`config.mk`:
```
export PLATFORM = sky130hd
export DESIGN_NAME = i2s_serializer
export DESIGN_NICKNAME = d
export VERILOG_FILES = /design/src/rtl/i2s_pkg.sv /design/src/rtl/sample_fifo.sv /design/src/rtl/i2s_serializer.sv
export SDC_FILE = /design/constraint.sdc
export NUM_CORES = 1
export LEC_CHECK = 0
export BUFFER_PORTS_ARGS = -buffer_cell sky130_fd_sc_hd__buf_2
export CORE_MARGIN = 5
export CORE_UTILIZATION = 54
export CTS_BUF_LIST = sky130_fd_sc_hd__clkbuf_4 sky130_fd_sc_hd__clkbuf_8 sky130_fd_sc_hd__clkbuf_16
export DETAILED_ROUTE_END_ITERATION = 10
export PLACE_DENSITY = 0.75
export SLEW_MARGIN = 20
export SYNTH_ARGS = -nofsm -noshare
export SYNTH_HDL_FRONTEND = slang
export SYNTH_SLANG_ARGS = --single-unit
```
`constraint.sdc`:
```
create_clock -name clk -period 2.9 [get_ports clk]
set_input_delay 0.58 -clock clk [delete_from_list [all_inputs] [get_ports clk]]
set_output_delay 0.58 -clock clk [all_outputs]
set_load 0.02 [all_outputs]
```
`src/rtl/i2s_pkg.sv`:
```
// Shared types and default geometry for the I2S output stage.
package i2s_pkg;

    typedef enum logic {I2S_IDLE = 1'b0, I2S_RUN = 1'b1} i2s_state_t;

    localparam int I2S_WIDTH      = 24;
    localparam int I2S_SLOT_BITS  = 32;
    localparam int I2S_BCLK_DIV   = 8;
    localparam int I2S_FIFO_DEPTH = 4;

    // Word select leads the channel MSB by one bit: high from the last left bit to the second-last right bit.
    function automatic logic i2s_ws(input int pos, input int slot_bits);
        return (pos >= slot_bits - 1) && (pos <= 2 * slot_bits - 2);
    endfunction

endpackage

```
`src/rtl/sample_fifo.sv`:
```
// Synchronous sample FIFO with registered full flag and occupancy count.
// DEPTH must be a power of two so the pointers wrap naturally.
module sample_fifo
    import i2s_pkg::*;
#(
    parameter int WIDTH = I2S_WIDTH,
    parameter int DEPTH = I2S_FIFO_DEPTH
) (
    input  logic                       clk,
    input  logic                       rstn,
    input  logic                       push,
    input  logic                       pop,
    input  logic [WIDTH-1:0]           din,
    output logic [WIDTH-1:0]           dout,
    output logic                       full,
    output logic                       empty,
    output logic [$clog2(DEPTH+1)-1:0] level
);
    localparam int AW = $clog2(DEPTH);
    localparam int LW = $clog2(DEPTH + 1);
    localparam logic [LW-1:0] LVL_FULL = LW'(DEPTH);

    logic [WIDTH-1:0] r_mem [DEPTH];
    logic [AW-1:0]    r_wr_ptr;
    logic [AW-1:0]    r_rd_ptr;
    logic [LW-1:0]    r_count;
    logic [LW-1:0]    w_count_next;
    logic             r_full;
    logic             w_empty;
    logic             w_push;
    logic             w_pop;

    assign w_empty = (r_count == {LW{1'b0}});
    assign w_push  = push && !r_full;
    assign w_pop   = pop && !w_empty;

    // Occupancy after this cycle's accepted push/pop.
    always_comb begin
        case ({w_push, w_pop})
            2'b10:   w_count_next = r_count + 1'b1;
            2'b01:   w_count_next = r_count - 1'b1;
            default: w_count_next = r_count;
        endcase
    end

    // Sample storage; validity is carried by the pointers and count.
    always_ff @(posedge clk) begin
        if (w_push) begin
            r_mem[r_wr_ptr] <= din;
        end
    end

    // Pointer, count and full-flag registers.
    always_ff @(posedge clk or negedge rstn) begin
        if (!rstn) begin
            r_wr_ptr <= {AW{1'b0}};
            r_rd_ptr <= {AW{1'b0}};
            r_count  <= {LW{1'b0}};
            r_full   <= 1'b0;
        end else begin
            if (w_push) begin
                r_wr_ptr <= r_wr_ptr + 1'b1;
            end
            if (w_pop) begin
                r_rd_ptr <= r_rd_ptr + 1'b1;
            end
            r_count <= w_count_next;
            r_full  <= (w_count_next == LVL_FULL);
        end
    end

    assign dout  = r_mem[r_rd_ptr];
    assign full  = r_full;
    assign empty = w_empty;
    assign level = r_count;

endmodule

```
`src/rtl/i2s_serializer.sv`:
```
// Mono-to-stereo I2S transmitter with BCLK/LRCLK generation and a sample FIFO.
// Define I2S_UNDERRUN_REPEAT_EN to repeat the previous sample on underrun instead of sending silence.
module i2s_serializer
    import i2s_pkg::*;
#(
    parameter int WIDTH      = I2S_WIDTH,
    parameter int SLOT_BITS  = I2S_SLOT_BITS,
    parameter int BCLK_DIV   = I2S_BCLK_DIV,
    parameter int FIFO_DEPTH = I2S_FIFO_DEPTH
) (
    input  logic                            clk,
    input  logic                            rstn,
    input  logic                            enable,
    input  logic [WIDTH-1:0]                sample_in,
    input  logic                            sample_valid,
    output logic                            sample_ready,
    output logic                            bclk,
    output logic                            lrclk,
    output logic                            sdata,
    output logic                            underrun,
    output logic [$clog2(FIFO_DEPTH+1)-1:0] fifo_level
);
    localparam int P_W   = $clog2(2 * SLOT_BITS);
    localparam int DIV_W = $clog2(BCLK_DIV);
    localparam logic [P_W-1:0]   P_LAST   = P_W'(2 * SLOT_BITS - 1);
    localparam logic [DIV_W-1:0] DIV_LAST = DIV_W'(BCLK_DIV - 1);
    localparam logic [DIV_W-1:0] DIV_HALF = DIV_W'(BCLK_DIV / 2);

    i2s_state_t       r_state;
    i2s_state_t       w_state_next;
    logic [DIV_W-1:0] r_div;
    logic [DIV_W-1:0] w_div_next;
    logic [P_W-1:0]   r_pos;
    logic [P_W-1:0]   w_pos_next;
    logic [WIDTH-1:0] r_frame;
    logic [WIDTH-1:0] w_frame_next;
    logic             r_bclk, r_lrclk, r_sdata, r_underrun;
    logic             w_bclk_next, w_lrclk_next, w_sdata_next, w_underrun_next;
    logic             w_wrap, w_frame_end, w_pop, w_push;
    logic             w_full, w_empty;
    logic [WIDTH-1:0] w_head;

    // Bit of the frame sent at position pos; bits past WIDTH in a slot are zero padding.
    function automatic logic slot_bit(input logic [WIDTH-1:0] frame, input logic [P_W-1:0] pos);
        int               q;
        logic [WIDTH-1:0] sh;
        q = int'(pos);
        if (q >= SLOT_BITS) begin
            q = q - SLOT_BITS;
        end else begin
            q = q;
        end
        sh = frame << q;
        if (q < WIDTH) begin
            return sh[WIDTH-1];
        end else begin
            return 1'b0;
        end
    endfunction

    sample_fifo #(
        .WIDTH (WIDTH),
        .DEPTH (FIFO_DEPTH)
    ) u_fifo (
        .clk   (clk),
        .rstn  (rstn),
        .push  (w_push),
        .pop   (w_pop),
        .din   (sample_in),
        .dout  (w_head),
        .full  (w_full),
        .empty (w_empty),
        .level (fifo_level)
    );

    assign w_push      = sample_valid && !w_full;
    assign w_wrap      = (r_state == I2S_RUN) && (r_div == DIV_LAST);
    assign w_frame_end = w_wrap && (r_pos == P_LAST);
    assign w_pop       = enable && ((r_state == I2S_IDLE) || w_frame_end);

    // State register.
    always_ff @(posedge clk or negedge rstn) begin
        if (!rstn) begin
            r_state <= I2S_IDLE;
        end else begin
            r_state <= w_state_next;
        end
    end

    // Next state: start immediately, stop only at a frame boundary.
    always_comb begin
        w_state_next = r_state;
        case (r_state)
            I2S_IDLE: begin
                if (enable) w_state_next = I2S_RUN;
                else        w_state_next = I2S_IDLE;
            end
            I2S_RUN: begin
                if (w_frame_end && !enable) w_state_next = I2S_IDLE;
                else                        w_state_next = I2S_RUN;
            end
            default: w_state_next = I2S_IDLE;
        endcase
    end

    // Divider, frame position, frame load and serial outputs.
    always_comb begin
        w_underrun_next = w_pop && w_empty;
        w_frame_next    = r_frame;
        if (w_pop) begin
            if (!w_empty) begin
                w_frame_next = w_head;
            end else begin
`ifdef I2S_UNDERRUN_REPEAT_EN
                w_frame_next = r_frame;
`else
                w_frame_next = {WIDTH{1'b0}};
`endif
            end
        end else begin
            w_frame_next = r_frame;
        end

        w_div_next   = {DIV_W{1'b0}};
        w_pos_next   = {P_W{1'b0}};
        w_bclk_next  = 1'b0;
        w_lrclk_next = 1'b0;
        w_sdata_next = 1'b0;
        case (r_state)
            I2S_IDLE: begin
                if (enable) w_sdata_next = slot_bit(w_frame_next, {P_W{1'b0}});
                else        w_sdata_next = 1'b0;
            end
            I2S_RUN: begin
                w_div_next  = w_wrap ? {DIV_W{1'b0}} : r_div + 1'b1;
                w_bclk_next = (w_div_next >= DIV_HALF);
                if (w_frame_end && !enable) begin
                    w_pos_next   = {P_W{1'b0}};
                    w_lrclk_next = 1'b0;
                    w_sdata_next = 1'b0;
                end else if (w_wrap) begin
                    w_pos_next   = w_frame_end ? {P_W{1'b0}} : r_pos + 1'b1;
                    w_lrclk_next = i2s_ws(int'(w_pos_next), SLOT_BITS);
                    w_sdata_next = slot_bit(w_frame_next, w_pos_next);
                end else begin
                    w_pos_next   = r_pos;
                    w_lrclk_next = r_lrclk;
                    w_sdata_next = r_sdata;
                end
            end
            default: begin
                w_div_next = {DIV_W{1'b0}};
            end
        endcase
    end

    // Datapath and output registers.
    always_ff @(posedge clk or negedge rstn) begin
        if (!rstn) begin
            r_div      <= {DIV_W{1'b0}};
            r_pos      <= {P_W{1'b0}};
            r_frame    <= {WIDTH{1'b0}};
            r_bclk     <= 1'b0;
            r_lrclk    <= 1'b0;
            r_sdata    <= 1'b0;
            r_underrun <= 1'b0;
        end else begin
            r_div      <= w_div_next;
            r_pos      <= w_pos_next;
            r_frame    <= w_frame_next;
            r_bclk     <= w_bclk_next;
            r_lrclk    <= w_lrclk_next;
            r_sdata    <= w_sdata_next;
            r_underrun <= w_underrun_next;
        end
    end

    assign sample_ready = !w_full;
    assign bclk         = r_bclk;
    assign lrclk        = r_lrclk;
    assign sdata        = r_sdata;
    assign underrun     = r_underrun;

endmodule

```
# Word level (Yosys, flattened, before mapping)
# Memory sizes are Yosys's and may differ from the RTL's.
# Cells that the tools add are included.
dict set report word_totals {
  regBits 46
  latch_bits 0
  ram_bits 96
  romBits 0
  output_inout_bits 8
  mem_count 1
}
# name words width rd rd_clocked_by_memory_dff wr line
set memory_table {}
lappend memory_table {u_fifo.r_mem 4 24 1 0 1 sample_fifo.sv:23} ;# logic [WIDTH-1:0] r_mem [DEPTH];
dict set report classes {
  addsub 7
  n_mul 0
  n_div 0
  magnitude_cmp 6
  n_eq_ne 6
  shift 2
  muxes 30
  bitwise 1
  reduce_logical 14
}
# cell n
set op_table {}
lappend op_table {{32-bit 2-to-1 mux} 6}
lappend op_table {{32-bit by 6-bit < comparator with 1-bit output, second input constant} 2}
lappend op_table {{24-bit by 32-bit left shift with 24-bit output} 2}
lappend op_table {{24-bit 2-to-1 mux} 2}
lappend op_table {{6-bit 2-to-1 mux} 4}
lappend op_table {{1-bit 2-to-1 mux} 13}
lappend op_table {{1-bit logical AND} 9}
lappend op_table {{6-bit by 6-bit subtractor with 7-bit output, second input constant} 1}
lappend op_table {{3-bit by 1-bit adder with 3-bit output, second input constant} 2}
lappend op_table {{6-bit by 1-bit adder with 6-bit output, second input constant} 1}
lappend op_table {{3-bit equality test, second input constant} 2}
lappend op_table {{6-bit equality test, second input constant} 1}
lappend op_table {{6-bit by 5-bit >= comparator with 1-bit output, second input constant} 1}
lappend op_table {{6-bit >= comparator, second input constant} 1}
lappend op_table {{6-bit <= comparator, second input constant} 1}
lappend op_table {{3-bit 2-to-1 mux} 2}
lappend op_table {{3-bit one-hot mux with 2 select lines} 1}
lappend op_table {{2-bit by 1-bit adder with 2-bit output, second input constant} 2}
lappend op_table {{1-bit one-hot mux with 2 select lines} 2}
lappend op_table {{3-bit >= comparator, second input constant} 1}
lappend op_table {{1-bit zero test} 3}
lappend op_table {{3-bit zero test} 1}
lappend op_table {{3-bit by 1-bit != test with 1-bit output, second input constant} 1}
lappend op_table {{3-bit by 1-bit subtractor with 3-bit output, second input constant} 1}
lappend op_table {{4 further kinds} 4}

# Logic depth before layout (Yosys ltp)
dict set report logic_depth {
  depth_word 14
  depth_mapped 14
  mapped_depth_nobuf 12
}

# Cells and area by module
# A second synthesis with hierarchy kept.
dict set report hier_totals {
  cells_unflattened 391
  area_unflattened_um2 6110.9
}
# mod instances cells_each area_each_um2
set by_module_without_submodules {}
lappend by_module_without_submodules {sample_fifo 1 167 3955.0}
lappend by_module_without_submodules {i2s_serializer 1 224 2155.8}

# Worst setup path before layout
# No wires, ideal clock.
dict set report synth_path {
  kind {reg-to-reg}
  start {reg r_pos[1]}
  end {reg u_fifo.r_full (netlist: u_fifo.full)}
  arrival_time_ns 2.715
  t_required_ns 2.834
  slack_ns 0.119
  path_stages_with_launch 14
  path_buffers 2
  synth_period_minus_slack_ns 2.781
  path_cell_list {dfrtp_1 ha_1 and4_4 a41o_1 and2_4 buf_6 buf_2 ha_1 inv_1 fa_1 xor2_1 nor2_1 xor2_1 and2_1}
}
dict set report synth_via {
  elab_chain_len 8
  word_cells_on_any_way 9
  classes_between {eq/ne: 4; mux: 1; reduce/logical: 4}
}
# element line
set synth_lines {}
lappend synth_lines {{start: declaration} i2s_serializer.sv:33} ;# logic [P_W-1:0] r_pos;
lappend synth_lines {{start signal: assignment} i2s_serializer.sv:161} ;# r_pos <= {P_W{1'b0}};
lappend synth_lines {{start signal: assignment} i2s_serializer.sv:169} ;# r_pos <= w_pos_next;
lappend synth_lines {{6-bit equality test (*)} i2s_serializer.sv:78} ;# assign w_frame_end = w_wrap && (r_pos == P_LAST);
lappend synth_lines {{1-bit logical AND (*)} i2s_serializer.sv:78}
lappend synth_lines {{1-bit logical OR (*)} i2s_serializer.sv:79} ;# assign w_pop = enable && ((r_state == I2S_IDLE) || w_frame_end);
lappend synth_lines {{1-bit logical AND (*)} i2s_serializer.sv:79}
lappend synth_lines {{1-bit logical AND (*)} sample_fifo.sv:35} ;# assign w_pop = pop && !w_empty;
lappend synth_lines {{2-bit by 1-bit equality test with 1-bit output or 2-bit equality test (tied branches)} sample_fifo.sv:39} ;# case ({w_push, w_pop})
lappend synth_lines {{3-bit one-hot mux with 2 select lines (*)} sample_fifo.sv:39}
lappend synth_lines {{net u_fifo.w_count_next[2]} sample_fifo.sv:27} ;# logic [LW-1:0] w_count_next;
lappend synth_lines {{3-bit equality test (*)} sample_fifo.sv:68} ;# r_full <= (w_count_next == LVL_FULL);
lappend synth_lines {{end signal: assignment} sample_fifo.sv:68}
lappend synth_lines {{end: declaration} sample_fifo.sv:28} ;# logic r_full;
# The timed path passes the listed nets; every way through them passes the cells marked *.
# A chain may end at the register's enable or synchronous reset.

# Worst setup path after layout
dict set report layout_path {
  start {reg r_div[0]}
  end {reg u_fifo.r_full (netlist: u_fifo.full)}
}
dict set report layout_via {
  elab_chain_len 9
  word_cells_on_any_way 10
  classes_between {eq/ne: 4; mux: 1; reduce/logical: 5}
}
# element line
set layout_lines {}
lappend layout_lines {{start: declaration} i2s_serializer.sv:31} ;# logic [DIV_W-1:0] r_div;
lappend layout_lines {{start signal: assignment} i2s_serializer.sv:160} ;# r_div <= {DIV_W{1'b0}};
lappend layout_lines {{start signal: assignment} i2s_serializer.sv:168} ;# r_div <= w_div_next;
lappend layout_lines {{3-bit equality test (*)} i2s_serializer.sv:77} ;# assign w_wrap = (r_state == I2S_RUN) && (r_div == DIV_LAST);
lappend layout_lines {{1-bit logical AND (*)} i2s_serializer.sv:77}
lappend layout_lines {{1-bit logical AND (*)} i2s_serializer.sv:78}
lappend layout_lines {{1-bit logical OR (*)} i2s_serializer.sv:79}
lappend layout_lines {{1-bit logical AND (*)} i2s_serializer.sv:79}
lappend layout_lines {{1-bit logical AND (*)} sample_fifo.sv:35}
lappend layout_lines {{2-bit by 1-bit equality test with 1-bit output or 2-bit equality test (tied branches)} sample_fifo.sv:39}
lappend layout_lines {{3-bit one-hot mux with 2 select lines (*)} sample_fifo.sv:39}
lappend layout_lines {{net u_fifo.w_count_next[2]} sample_fifo.sv:27}
lappend layout_lines {{3-bit equality test (*)} sample_fifo.sv:68}
# Marks and branches as above.

==> impl_metrics.toml <==
[clock_network]
cts_tree = "built"
cts.root.buffer_cell = "clkbuf_8"
cts.clk_slew.worst_paths_ns = 0.06
clk-insertion-delay-late_ns = 0.52
cts.path.max_buffers = 2
cts_sinks = 141
cts_htree_levels = 4
numCtsBuffers = 17

[logic_synthesis]
yosys_register_bits = 141
synth.distinct_cells = 48
syn_nets = 414
synthArstFlopShare = 0.319
synth_top_area_share = 0.486
synth.top_cells.by_area = "edfxtp_1 49%, dfrtp_1 19%, mux4_2 9.9%, ha_1 2.1%, mux2i_1 2.0%"
syn_area_per_cell_um2 = 15.8
synth_enable_flop_cells = 96
yosysWarningCount = 0
sequential_element_share_of_the_synthesized_area = 0.675
dominantRegCellSynth = "edfxtp_1"
post-synth-top-area-cell = "edfxtp_1"
synth.cell_area_mm2 = 0.00594
netlist_instances = 375

[floorplanning]
ioPinCount = 36
core_area_mm2 = 0.0108
floorplan.rows = 38
die-height_um = 115
fp.dieW_um = 115
start_util = 0.550
dieArea_mm2 = 0.0132

[placement]
routabilityCongestion = 0.894
place.detailed.hpwl_mm = 7.07
buffers_on_ports = 35

[worst_setup_path]
crit_fanout = 16
critPathTopFamily = "adder cells"
cp_slowest_stage_delay_ns = 0.37
path_common_cell = "ha_1"
critical_path_class = "reg2reg"
worst_ep_arrival_time_ns = 3.23
path_buf_inv = 1
critical_path.cell_chain = "ha_1 -> ha_1 -> and4_4 -> a41o_1 -> and2_4 -> ha_1 -> inv_1 -> fa_1 -> xor2_1 -> nor2_1 -> xor2_1 -> and2_1"
cp_data_required_time_ns = 3.34
timing.critical_path.slowest_stage_cell = "fa_1"
critical_path.startpoint_type = "flip-flop"
crit_path_capture_type = "flip-flop"

[route]
drtIter0Drc = 230
wire_per_inst_um = 18.8
drtPass1Iterations = 4
drtAntennaViolNets = 0
vias = 3251
detail_route.drc_violations = 0
wirelength_mm = 10.9
viasPerCell = 5.63

[sta]
rsz0062_at_grt = "no"
totalNegativeSetupSlack_ns = 0
final_skew_ns = 0.00680
final.min_clock_period_ns = 2.79
hold_violations = 0
final-max-slew-violation-count = 0
achievable-frequency_mhz = 359
relSlewSlack = 0.604
tightestPinTransition_ns = 0.594
final_setup_fails = 0
fin_worst_hold_slack_ns = 0.0727
final_min_period_over_clock_period = 0.961

[global_routing]
first_global_vias = 3384
groute.usage.overall = 0.179
antenna_violations_before_repair = 0
grt_remaining_overflow = 0
grt_pass1_wl_mm = 17.7
maximum_number_of_pins_on_one_net_before_global_route_repair = 46

[power_and_ir_drop]
power-per-cell-area_mw_per_mm2 = 746
clock_power_share = 0.387
power.switching_fraction = 0.235
power_w = 0.00512
power.ir.vdd_worst_v = 0.000504
internal-power_w = 0.00392
power.share.combinational = 0.115
p_sw_w = 0.00121
static_power_due_to_leakage_nw = 2.66
power_frac_seq = 0.499

[final_layout]
number_of_antenna_diodes = 0
layout.cells.most_common = "edfxtp_1"
ff_latch_area_mm2 = 0.00401
final_layout_size_suffix_gt1_frac = 0.254
leading_cell_types_in_the_layout_fill_and_taps_excluded = "96 x edfxtp_1, 43 x dfrtp_1, 34 x buf_2"
fin_nets = 464
multi_input_logic_area_mm2 = 0.00177
final.fill_count = 725
synthToLayoutAreaGrowth_pct = 15.6

[job]
max-cap-violations = 0

[run_status]
status = "complete, no violations"

[hold_path]
hold_path.class = "in2async"
-- logic make-up after synthesis --
kind of cell	count (synthesis)	share of synthesized area
compound gates	40	0.0518
mux	38	0.119
buf+inv	38	0.0308
flops	141	0.675
fa+ha+maj	11	0.0244
simple gates	93	0.0782
xor+xnor	14	0.0207
-- final timing paths --
path	from	end	slack (ns)	cells after the start
max	r_div[0]	u_fifo.full	0.11	12
min	rstn	r_state	0.07	1
max reg2reg	r_div[0]	u_fifo.full	0.11	12
min reg2reg	r_div[0]	r_div[0]	0.45	1
max in group asynchronous	rstn	r_pos[1]	2.41	1
min in group clk	sample_in[17]	u_fifo.r_mem[2][17]	0.27	1
-- state kept, by name (all words and copies together), names as in the netlist --
name and count:
bclk 1, lrclk 1, r_div 2, r_frame 24, r_pos 6, r_state 1
sdata 1, u_fifo.full 1, u_fifo.level 3, u_fifo.r_mem 96, u_fifo.r_rd_ptr 2, u_fifo.r_wr_ptr 2
underrun 1
-- worst reg2reg max path, cell delays in order, from the launching register on --
cell and delay [ns]:
dfrtp_1 0.36, ha_1 0.15, ha_1 0.17, and4_4 0.25, a41o_1 0.20, and2_4 0.27, ha_1 0.23, inv_1 0.06
fa_1 0.37, xor2_1 0.15, nor2_1 0.12, xor2_1 0.22, and2_1 0.18
-- cell usage after synthesis (all sizes together), types with 2 or more instances --
library cell / instances
edfxtp: 96
nand4: 5
o2111ai: 2
a21oi: 2
nor2b: 7
o21ai: 9
nand2: 29
o21a: 2
xnor2: 7
clkbuf: 9
ha: 10
and2: 16
a22o: 11
xor2: 7
or3: 2
and4: 2
inv: 18
dfrtp: 45
o2111a: 2
buf: 11
mux4: 26
nor3: 2
mux2i: 12
nand3: 12
nor2: 15
-- routing by layer --
metal	wire, um	GRT usage	up-vias
li1	-	-	1515
met1	4700	0.238	1643
met2	5570	0.282	83
met3	426	0.0421	10
met4	164	0.0829	0
met5	0	0	-
-- power by group through the flow --
| stage | Clock, W | Combinational [W] | Sequential [W] |
|---|---|---|---|
| final | 0.00198 | 0.000587 | 0.00255 |
| after global routing | 0.00213 | 0.000652 | 0.00258 |
| after CTS | 0.00202 | 0.000603 | 0.00256 |
| after detailed placement | 0 | 0.000596 | 0.00260 |
| after global placement | 0 | 0.000579 | 0.00257 |
| after floorplan | 0 | 0.000341 | 0.00260 |
-- layout make-up --
class,count,area share
multi-input combinational,196,0.257
sequential,141,0.585
clock buffer,21,0.0647
inverter,18,0.00985
tap,140,0.0255
timing repair buffer,51,0.0434
clock inverter,10,0.0144
-- per-stage QoR --
step,cells,utilization,setup slack (ns),area (um2)
after global placement,546,0.584,0.239,6300
after CTS,577,0.634,0.0195,6840
after global routing,577,0.636,0.00194,6860
after detailed placement,546,0.584,0.0658,6300
after floorplan,375,-,0.119,5940
final,577,0.636,0.113,6860
-- what timing repair did --
action	4_1_cts	5_1_grt
resized for setup	0	4
buffers inserted	0	0
hold buffers	0	0
setup endpoints to repair	0	1
Note: power is estimated with default switching activity, not from simulation.
